File: src/rtl/mem_bridge_if.sv
`default_nettype none
// ============================================================================
// mem_bridge_if : core-side and bus-side signal bundle for mem_bridge
// Revision 1.0 : initial release
// ============================================================================
interface mem_bridge_if;
   logic        i_read_en;
   logic        i_write_en;
   logic [31:0] i_addr;
   logic [31:0] i_wdata;
   logic [31:0] o_rdata;
   logic        o_read_vd;
   logic        o_exstall;
   logic        o_bus_req;
   logic        o_bus_we;
   logic [31:0] o_bus_addr;
   logic [31:0] o_bus_wdata;
   logic        i_bus_ack;
   logic [31:0] i_bus_rdata;
   logic        o_bus_err;

   // bridge view
   modport master (
      input  i_read_en, i_write_en, i_addr, i_wdata, i_bus_ack, i_bus_rdata,
      output o_rdata, o_read_vd, o_exstall, o_bus_req, o_bus_we, o_bus_addr,
             o_bus_wdata, o_bus_err
   );

   // core + bus-slave view
   modport slave (
      output i_read_en, i_write_en, i_addr, i_wdata, i_bus_ack, i_bus_rdata,
      input  o_rdata, o_read_vd, o_exstall, o_bus_req, o_bus_we, o_bus_addr,
             o_bus_wdata, o_bus_err
   );
endinterface
`default_nettype wire

File: src/rtl/mem_bridge.sv
`default_nettype none
// ============================================================================
// mem_bridge : core load/store to single-request bus bridge with a one-entry
//              posted write buffer and request timeout.
// Revision 1.0 : initial release
// ============================================================================
module mem_bridge #(
   parameter int TIMEOUT = 16
) (
   input  wire logic    clk,
   input  wire logic    rst,
   mem_bridge_if.master mb
);
   localparam logic [7:0] C_TMO_LAST = 8'(TIMEOUT - 1);

   typedef enum logic [1:0] {
      S_IDLE    = 2'd0,
      S_WR_BUS  = 2'd1,
      S_RD_BUS  = 2'd2,
      S_RD_DONE = 2'd3
   } state_t;

   state_t      r_state;
   state_t      w_next;

   logic        r_wb_valid;
   logic [31:0] r_wb_addr;
   logic [31:0] r_wb_data;
   logic [7:0]  r_cnt;
   logic        r_bus_req;
   logic        r_bus_we;
   logic [31:0] r_bus_addr;
   logic [31:0] r_bus_wdata;
   logic [31:0] r_rdata;
   logic        r_bus_err;

   logic        w_accept;
   logic        w_timeout;
   logic        w_start_wr;
   logic        w_start_rd;
   logic        w_done;
   logic        w_abort;
   logic        w_wr_end;
   logic        w_rd_end;

   assign w_accept     = mb.i_write_en & ~r_wb_valid;
   assign w_timeout    = (r_cnt == C_TMO_LAST);

   assign mb.o_exstall   = mb.i_write_en & r_wb_valid;
   assign mb.o_read_vd   = (r_state == S_RD_DONE);
   assign mb.o_rdata     = r_rdata;
   assign mb.o_bus_req   = r_bus_req;
   assign mb.o_bus_we    = r_bus_we;
   assign mb.o_bus_addr  = r_bus_addr;
   assign mb.o_bus_wdata = r_bus_wdata;
   assign mb.o_bus_err   = r_bus_err;

   always_ff @(posedge clk or posedge rst) begin
      if (rst) r_state <= S_IDLE;
      else     r_state <= w_next;
   end

   always_comb begin
      w_next     = r_state;
      w_start_wr = 1'b0;
      w_start_rd = 1'b0;
      w_done     = 1'b0;
      w_abort    = 1'b0;
      w_wr_end   = 1'b0;
      w_rd_end   = 1'b0;
      case (r_state)
         S_IDLE: begin
            // A load waits while a store is buffered or being presented this cycle
            if (r_wb_valid) begin
               w_next     = S_WR_BUS;
               w_start_wr = 1'b1;
            end else if (mb.i_read_en && !mb.i_write_en) begin
               w_next     = S_RD_BUS;
               w_start_rd = 1'b1;
            end
         end
         S_WR_BUS: begin
            w_done   = mb.i_bus_ack;
            w_abort  = ~mb.i_bus_ack & w_timeout;
            w_wr_end = w_done | w_abort;
            if (w_wr_end) w_next = S_IDLE;
         end
         S_RD_BUS: begin
            w_done   = mb.i_bus_ack;
            w_abort  = ~mb.i_bus_ack & w_timeout;
            w_rd_end = w_done | w_abort;
            if (w_rd_end) w_next = S_RD_DONE;
         end
         S_RD_DONE: w_next = S_IDLE;
         default:   w_next = S_IDLE;
      endcase
   end

   always_ff @(posedge clk or posedge rst) begin
      if (rst) begin
         r_wb_valid  <= 1'b0;
         r_wb_addr   <= '0;
         r_wb_data   <= '0;
         r_cnt       <= '0;
         r_bus_req   <= 1'b0;
         r_bus_we    <= 1'b0;
         r_bus_addr  <= '0;
         r_bus_wdata <= '0;
         r_rdata     <= '0;
         r_bus_err   <= 1'b0;
      end else begin
         r_bus_err <= w_abort;

         if (w_accept) begin
            r_wb_valid <= 1'b1;
            r_wb_addr  <= mb.i_addr;
            r_wb_data  <= mb.i_wdata;
         end else if (w_wr_end) begin
            r_wb_valid <= 1'b0;
         end

         if (w_start_wr || w_start_rd) begin
            r_bus_req   <= 1'b1;
            r_bus_we    <= w_start_wr;
            r_bus_addr  <= w_start_wr ? r_wb_addr : mb.i_addr;
            r_bus_wdata <= r_wb_data;
            r_cnt       <= '0;
         end else if (w_done || w_abort) begin
            r_bus_req <= 1'b0;
         end else if (r_bus_req) begin
            r_cnt <= r_cnt + 8'd1;
         end

         if (w_rd_end) r_rdata <= w_done ? mb.i_bus_rdata : 32'd0;
      end
   end
endmodule
`default_nettype wire

File: src/flat_wrapper.sv
// flat-port wrapper written by rule: the top's interface ports become plain ports
module mem_bridge_flat 
#(
   parameter int TIMEOUT = 16
)
  (clk, rst, mb_i_read_en, mb_i_write_en, mb_i_addr, mb_i_wdata, mb_i_bus_ack, mb_i_bus_rdata, mb_o_rdata, mb_o_read_vd, mb_o_exstall, mb_o_bus_req, mb_o_bus_we, mb_o_bus_addr, mb_o_bus_wdata, mb_o_bus_err);
  mem_bridge_if mb_i ();
  input  wire logic clk;
  input  wire logic rst;
  input wire logic [$bits(mb_i.i_read_en)-1:0] mb_i_read_en;
  input wire logic [$bits(mb_i.i_write_en)-1:0] mb_i_write_en;
  input wire logic [$bits(mb_i.i_addr)-1:0] mb_i_addr;
  input wire logic [$bits(mb_i.i_wdata)-1:0] mb_i_wdata;
  input wire logic [$bits(mb_i.i_bus_ack)-1:0] mb_i_bus_ack;
  input wire logic [$bits(mb_i.i_bus_rdata)-1:0] mb_i_bus_rdata;
  output wire logic [$bits(mb_i.o_rdata)-1:0] mb_o_rdata;
  output wire logic [$bits(mb_i.o_read_vd)-1:0] mb_o_read_vd;
  output wire logic [$bits(mb_i.o_exstall)-1:0] mb_o_exstall;
  output wire logic [$bits(mb_i.o_bus_req)-1:0] mb_o_bus_req;
  output wire logic [$bits(mb_i.o_bus_we)-1:0] mb_o_bus_we;
  output wire logic [$bits(mb_i.o_bus_addr)-1:0] mb_o_bus_addr;
  output wire logic [$bits(mb_i.o_bus_wdata)-1:0] mb_o_bus_wdata;
  output wire logic [$bits(mb_i.o_bus_err)-1:0] mb_o_bus_err;
  assign mb_i.i_read_en = mb_i_read_en;
  assign mb_i.i_write_en = mb_i_write_en;
  assign mb_i.i_addr = mb_i_addr;
  assign mb_i.i_wdata = mb_i_wdata;
  assign mb_i.i_bus_ack = mb_i_bus_ack;
  assign mb_i.i_bus_rdata = mb_i_bus_rdata;
  assign mb_o_rdata = mb_i.o_rdata;
  assign mb_o_read_vd = mb_i.o_read_vd;
  assign mb_o_exstall = mb_i.o_exstall;
  assign mb_o_bus_req = mb_i.o_bus_req;
  assign mb_o_bus_we = mb_i.o_bus_we;
  assign mb_o_bus_addr = mb_i.o_bus_addr;
  assign mb_o_bus_wdata = mb_i.o_bus_wdata;
  assign mb_o_bus_err = mb_i.o_bus_err;
  mem_bridge #(.TIMEOUT(TIMEOUT)) u_core (.clk(clk), .rst(rst), .mb(mb_i));
endmodule
File: config.mk
export PLATFORM = sky130hd
export DESIGN_NAME = mem_bridge_flat
export DESIGN_NICKNAME = d
export VERILOG_FILES = /design/src/rtl/mem_bridge_if.sv /design/src/rtl/mem_bridge.sv /design/src/flat_wrapper.sv
export SDC_FILE = /design/constraint.sdc
export NUM_CORES = 1
export LEC_CHECK = 0
export ABC_AREA = 1
export CAP_MARGIN = 20
export CORE_ASPECT_RATIO = 1.2
export CORE_MARGIN = 2
export CORE_UTILIZATION = 50
export DETAILED_ROUTE_END_ITERATION = 8
export GPL_ROUTABILITY_DRIVEN = 0
export PLACE_DENSITY = 0.82
export SLEW_MARGIN = 10
export SYNTH_ARGS = -nofsm -noshare
export SYNTH_HDL_FRONTEND = slang
export SYNTH_SLANG_ARGS = --single-unit
File: constraint.sdc
create_clock -name clk -period 11.7 [get_ports clk]
set_clock_uncertainty 0.05 [all_clocks]
set_input_delay 3.51 -clock clk [delete_from_list [all_inputs] [get_ports clk]]
set_output_delay 3.51 -clock clk [all_outputs]
set_load 0.02 [all_outputs]
==> results of run 1 <==
==> sequential cells by signal, summed over array words and instances, names as in the netlist <==
signal,count
u_core.mb.o_bus_wdata,32
u_core.mb.o_bus_req,1
u_core.mb.o_bus_err,1
u_core.mb.o_bus_we,1
u_core.mb.o_rdata,32
u_core.r_wb_addr,32
u_core.r_wb_data,32
u_core.r_cnt,8
u_core.mb.o_bus_addr,32
u_core.r_wb_valid,1
u_core.r_state,2
==> metal layers <==
metal / vias to the layer above / routed length [um] / part of all wire
met3: 29 / 1140 / 0.067
li1: 2995 / - / -
met2: 165 / 8150 / 0.48
met5: - / 0 / 0
met1: 2866 / 7160 / 0.42
met4: 0 / 472 / 0.028
==> synth_stat cells <==
cell	instances
o21ai_2	22
dfrtp_1	174
buf_2	13
mux2_2	1
nand4_1	33
nand2_1	205
nor2_1	45
inv_2	2
a21boi_0	1
o21ai_0	100
buf_6	19
buf_1	2
xor2_1	2
o211ai_2	1
nand2_2	3
nand3_1	19
xnor2_1	1
a21oi_1	32
ha_1	6
nor2_4	1
buf_4	2
nor2_2	1
o21ai_1	40
clkbuf_1	18
inv_1	77
==> power by group through the flow <==
stage / Clock (W) / Sequential [W] / Combinational (W)
3_3_place_gp: 0 / 0.00100 / 0.00121
3_5_place_dp: 0 / 0.00101 / 0.00124
4_1_cts: 0.000575 / 0.00100 / 0.00124
5_1_grt: 0.000599 / 0.00103 / 0.00138
2_1_floorplan: 0 / 0.00117 / 0.000651
6_report: 0.000565 / 0.00100 / 0.00125
==> worst max-delay path: cells and delay by family <==
kind                   cells  cell delay, ns
AND/OR/NAND/NOR            1            0.07
buffers and inverters      3            1.17
==> per-stage QoR <==
step	util	hold slack, ns	setup WS [ns]	cells	power [W]
after global routing	0.680	0.454	3.33	1212	0.00301
after detailed placement	0.637	0.416	3.39	1177	0.00225
after CTS	0.677	0.432	3.39	1209	0.00282
final	0.680	0.430	3.39	1212	0.00282
after floorplan	-	0.386	3.42	820	0.00182
after global placement	0.637	0.403	3.38	1177	0.00221
==> worst paths after layout <==
check                                            startpoint                               end  cells past startpoint
setup / recovery                              mb_i_write_en                      mb_o_exstall                      4
hold reg to reg            u_core.r_wb_addr[25]$_DFFE_PP0P_  u_core.r_wb_addr[25]$_DFFE_PP0P_                      2
min in group asynchronous                               rst  u_core.mb.o_rdata[3]$_DFFE_PP0P_                      2
hold / removal             u_core.r_wb_addr[25]$_DFFE_PP0P_  u_core.r_wb_addr[25]$_DFFE_PP0P_                      2
setup reg to reg              u_core.r_wb_valid$_DFFE_PP0P_     u_core.r_state[0]$_DFFE_PP0P_                      8
max in group asynchronous                               rst       u_core.r_cnt[1]$_DFFE_PP0P_                      3
==> area by class of cell <==
class | count | area [um^2]
Tap cell | 204 | 255
Timing Repair Buffer | 209 | 2100
Fill cell | 1191 | 4750
Antenna cell | 1 | 2.50
Multi-Input combinational cell | 513 | 2480
Sequential cell | 174 | 4350
Clock buffer | 21 | 460
Inverter | 79 | 302
Clock inverter | 11 | 131
==> cell families (layout without fill, tap and decap cells) <==
group,count (synthesis),after routing,share of synthesized area
flip-flops,174,174,0.582
buffers and inverters,133,320,0.0890
AO/OA/AOI/OAI,196,196,0.143
AND/OR/NAND/NOR,307,307,0.171
multiplexers,1,1,0.00150
XOR/XNOR,3,3,0.00351
adder cells (fa/ha/maj),6,6,0.0100
other,0,1,0
==> run metrics, run 1 <==
total negative slack=0 ns; Cell variety after synth=25; final setup fails=0; clk_lat worst skew=0.43 ns; PostCTS Resize Cnt=0; largest net degree at the start of global routing=108; die width=116 um; leak pwr=4.81 nW; Via-to-Cell Ratio=around 5.0; gr ovfl total=0; Psw=0.00111 W; grt met1 use=0.289; CP Max Fanout=2; antenna violations before repair=1; Yosys reg bits=174; Total Routing Usage GR=0.220; P per Cell Area=roughly 280 mW/mm^2; Core ar.=0.0148 mm^2; Antenna Nets Post-Route=0; share of layout cells above drive strength 1=0.0705; Synth Instances=just over 800; Hold Buf Count CTS=0; peak supply drop=0.000161 V; CP cell instances=clkdlybuf4s50_1 > nand2_1 > inv_1 > clkdlybuf4s50_1; Die Ht=138 um; final worst-path cycle share=0.710; post-synth top area cell=dfrtp_1; unrepaired setup endpoints after global routing=false; top cells by area, synth=dfrtp_1, nand2_1, o21ai_0, inv_1, buf_6; largest stage delay on the critical path=around 0.6 ns; Synth Cell Area=0.00748 mm^2; synth warn=0; outcome=complete, no violations; initial core utilization=0.504; Port Buffers=201; CTS Sinks=174; Sw Ratio=0.393; sequential area share after synthesis=0.582; H-tree levels=4; crit path kind=input port to output pin; clock slew at reported path FFs=0.06 ns; placed instance area=0.00945 mm^2; first-pass GRT wire length=28.1 mm; GRT busiest layer=met2; Final HPWL DP=10.7 mm; synthesized area per cell=slightly above 9 um^2; vias in the first global route=5771; worst slew pin tran=0.973 ns; Tmin final=8.31 ns; critical path's slowest cell=clkdlybuf4s50_1; number of buffers created by CTS=17; CTS tree=done; Design Area, Final=roughly 0.010 mm^2; Layout area overhead=34.8%; R2R setup slack=between 9 and 10 ns; row cnt=49; setup bufs post-CTS=0; GR Layer Usage met2=0.339; share of power burned in the clock network=0.201; share of the synthesized area in the top cell type=0.582; required time worst endpoint=8.14 ns; Max-cap violations=0; syn_nets=927; DR pass1 iterations=5; GRT met3 Usage=0.0680; CP arrival=4.75 ns; root buffer cell=clkbuf_16; CP endpoint kind=output pin; Max-slew headroom=0.352; commonest non-fill, non-tap cells in the layout=nand2_1, clkdlybuf4s50_1, dfrtp_1; Iter 0 DRT Violations=401; Max Clk Rate=120 MHz; fin nets=between 1000 and 1500; Int Pwr=0.00171 W; full die area=0.0160 mm^2; commonest non-fill, non-tap cell in the layout=nand2_1; Slew Limit Fails=0; Worst setup SP type=input port; register share of total power=0.356; Fin. Hold Viols=0; DRC Markers=0; Total Wirelength=16.9 mm; clock buffer depth=2; Logic pwr share=0.444; wire per inst=14.0 um; IO Pins=202; Min-Delay Path Class=flip-flop to flip-flop; routed via count=6055; cell mode on critical path=clkdlybuf4s50_1
Note: power is estimated with default switching activity, not from simulation.
==> run 2: changes to the inputs <==
--- a/config.mk
+++ b/config.mk
@@ -9,10 +9,10 @@
 export CAP_MARGIN = 20
 export CORE_ASPECT_RATIO = 1.2
 export CORE_MARGIN = 2
-export CORE_UTILIZATION = 50
+export CORE_UTILIZATION = 49
 export DETAILED_ROUTE_END_ITERATION = 8
 export GPL_ROUTABILITY_DRIVEN = 0
-export PLACE_DENSITY = 0.82
+export PLACE_DENSITY = 0.81
 export SLEW_MARGIN = 10
 export SYNTH_ARGS = -nofsm -noshare
 export SYNTH_HDL_FRONTEND = slang
==> constraint.sdc (replaced) <==
create_clock -name clk -period 8.3 [get_ports clk]
set_clock_uncertainty 0.05 [all_clocks]
set_input_delay 2.49 -clock clk [delete_from_list [all_inputs] [get_ports clk]]
set_output_delay 2.49 -clock clk [all_outputs]
set_load 0.02 [all_outputs]
==> run 2 against run 1 <==
Net effect:
- power up 43%
- critical path depth unchanged
- clock-buffer cell count up 1
- register-to-register slack worse by 3.5 ns
- clock power up 49%
- largest cell class unchanged
- combinational power up 41%
- routed wire length up 0.60%
- sequential share of layout area down 0.085 points
- via count about the same
- highest routed layer unchanged
- worst setup slack worse by 1.4 ns
- sequential cell count unchanged
==> run metrics, run 2 (synthesized netlist as in run 1, its figures left out) <==
Total Wirelength=17.0 mm (+0.60%); Antenna Nets Post-Route=0 (unchanged); commonest non-fill, non-tap cells in the layout=nand2_1, clkdlybuf4s50_1, dfrtp_1; fin nets=1100 (-0.091%); Fill cells=1185 (-0.50%); Final Core Density=0.675 (-0.00423); PostCTS Resize Cnt=0 (unchanged); unrepaired setup endpoints after global routing=false; Layout area overhead=35.0%; CP arrival=3.76 ns (-0.99 ns); Min-Delay Path Class=flip-flop to flip-flop; total negative slack=0 ns (unchanged); clock buffer depth=2 (unchanged); CP top delay family=buffers and inverters; CTS tree=done; CP Max Fanout=2 (unchanged); worst slew pin tran=1.07 ns (+0.0987 ns); antenna violations before repair=0 (-1); origin of the critical flop-to-flop path=u_core.r_state[0]$_DFFE_PP0P_; full die area=0.0163 mm^2 (+2.0%); n_diodes=0 (-1); Via-to-Cell Ratio=5.01 (+0.35%); die width=117 um (+0.98%); worst r2r path cells=7 (-1); share of layout cells above drive strength 1=0.0648 (-0.00570); P per Cell Area=398 mW/mm^2 (+42%); peak supply drop=0.000205 V (+27%); required time worst endpoint=5.76 ns (-2.38 ns); Levels on crit path=4 (unchanged); Hold Buf Count CTS=0 (unchanged); final worst-path cycle share=0.759; Total Routing Usage GR=0.218 (-0.00192); DRC Markers=0 (unchanged); commonest non-fill, non-tap cell in the layout=nand2_1; clock slew at reported path FFs=0.06 ns (about the same); minimum hold slack=0.427 ns (-0.00277 ns); vias in the first global route=5835 (+1.1%); Worst setup SP type=input port; gr ovfl total=0 (unchanged); critical path's slowest cell=clkdlybuf4s50_1; final setup fails=0 (unchanged); first-pass GRT wire length=28.3 mm (+0.69%); number of buffers created by CTS=17 (unchanged); Design Area, Final=0.0101 mm^2 (+0.20%); cell mode on critical path=clkdlybuf4s50_1; setup bufs post-CTS=0 (unchanged); Crit. Startpoint=mb_i_write_en; Iter 0 DRT Violations=400 (-0.25%); Final HPWL DP=10.9 mm (+1.3%); Tmin final=6.30 ns; Max-slew headroom=0.286 (-0.0658); Core ar.=0.0150 mm^2 (+0.83%); Buf/Inv on CP=3 (unchanged); CTS Sinks=174 (unchanged); root buffer cell=clkbuf_16; clk_lat worst skew=0.41 ns (-0.02 ns); routed via count=6051 (-0.066%); crit path kind=input port to output pin; Max Clk Rate=approximately 160 MHz; R2R setup slack=5.78 ns (-3.51 ns); Max-cap violations=0 (unchanged); CP endpoint kind=output pin; initial core utilization=0.500 (-0.00413); wire per inst=14.1 um (+1.0%); placed instance area=0.00946 mm^2 (+0.13%); largest stage delay on the critical path=0.59 ns (about the same); Slew Limit Fails=0 (unchanged); largest net degree at the start of global routing=105 (-2.8%); H-tree levels=4 (unchanged); IO Pins=202 (unchanged); outcome=complete, no violations; reg2reg end=u_core.r_cnt[6]$_DFFE_PP0P_; Die Ht=139 um (+0.99%); leak pwr=4.83 nW (+0.28%); worst setup path endpoint=mb_o_exstall; row cnt=49 (unchanged); DR pass1 iterations=5 (unchanged); Port Buffers=201 (unchanged); Fin. Hold Viols=0 (unchanged); CP cell instances=clkdlybuf4s50_1 > nand2_1 > inv_1 > clkdlybuf4s50_1
[run 2: report_power, final]
part	total, W	internal, W	switching, W
clock network	0.000844	0.000537	0.000307
logic	0.00176	0.000714	0.00104
registers	0.00142	0.00123	0.000189
[run 2: how the worst min path moves through the flow]
| stage | startpoint | endpoint | slack, ns | depth (start not counted) |
|---|---|---|---|---|
| 3_5_place_dp | u_core.r_wb_data[31]$_DFFE_PP0P_ | u_core.mb.o_bus_wdata[31]$_DFFE_PP0N_ | 0.42 | 2 |
| 5_1_grt | u_core.mb.o_bus_wdata[27]$_DFFE_PP0N_ | u_core.mb.o_bus_wdata[27]$_DFFE_PP0N_ | 0.45 | 2 |
| 3_3_place_gp | u_core.r_wb_data[31]$_DFFE_PP0P_ | u_core.mb.o_bus_wdata[31]$_DFFE_PP0N_ | 0.40 | 2 |
| 4_1_cts | u_core.r_wb_data[31]$_DFFE_PP0P_ | u_core.mb.o_bus_wdata[31]$_DFFE_PP0N_ | 0.43 | 2 |
| 6_report | u_core.r_wb_addr[4]$_DFFE_PP0P_ | u_core.r_wb_addr[4]$_DFFE_PP0P_ | 0.43 | 2 |
| 2_1_floorplan | u_core.r_wb_data[31]$_DFFE_PP0P_ | u_core.mb.o_bus_wdata[31]$_DFFE_PP0N_ | 0.39 | 2 |
[run 2: stage by stage]
stage          cells  power (W)  worst slack [ns]
2_1_floorplan    820    0.00257              1.04
3_3_place_gp    1177    0.00312              2.03
3_5_place_dp    1177    0.00317              2.00
4_1_cts         1206    0.00404              1.99
5_1_grt         1207    0.00431              1.96
6_report        1207    0.00402              2.00
[run 2: worst reg2reg max path: stages, from the launching register on]
cell and delay (ns):
dfrtp_1 0.41, inv_1 0.11, ha_1 1.01, nand4_1 0.26
nand2_2 0.25, nand2_2 0.15, nand2_1 0.12, nand2_1 0.05
[run 2: cell type report]
cell class                 instances  area, um^2  area share
timing repair buffer             208        2100       0.208
multi-input combinational        513        2480       0.245
tap                              204         255      0.0253
clock inverter                     7         163      0.0161
clock buffer                      22         454      0.0450
inverter                          79         302      0.0298
sequential                       174        4350       0.431
[run 2: metal layers]
| layer | vias to the layer above | part of all wire | GRT usage |
|---|---|---|---|
| met1 | 2838 | 0.42 | 0.284 |
| met2 | 193 | 0.50 | 0.353 |
| li1 | 2997 | - | - |
| met5 | - | 0 | 0 |
| met4 | 0 | 0.018 | 0.0625 |
| met3 | 23 | 0.068 | 0.0636 |
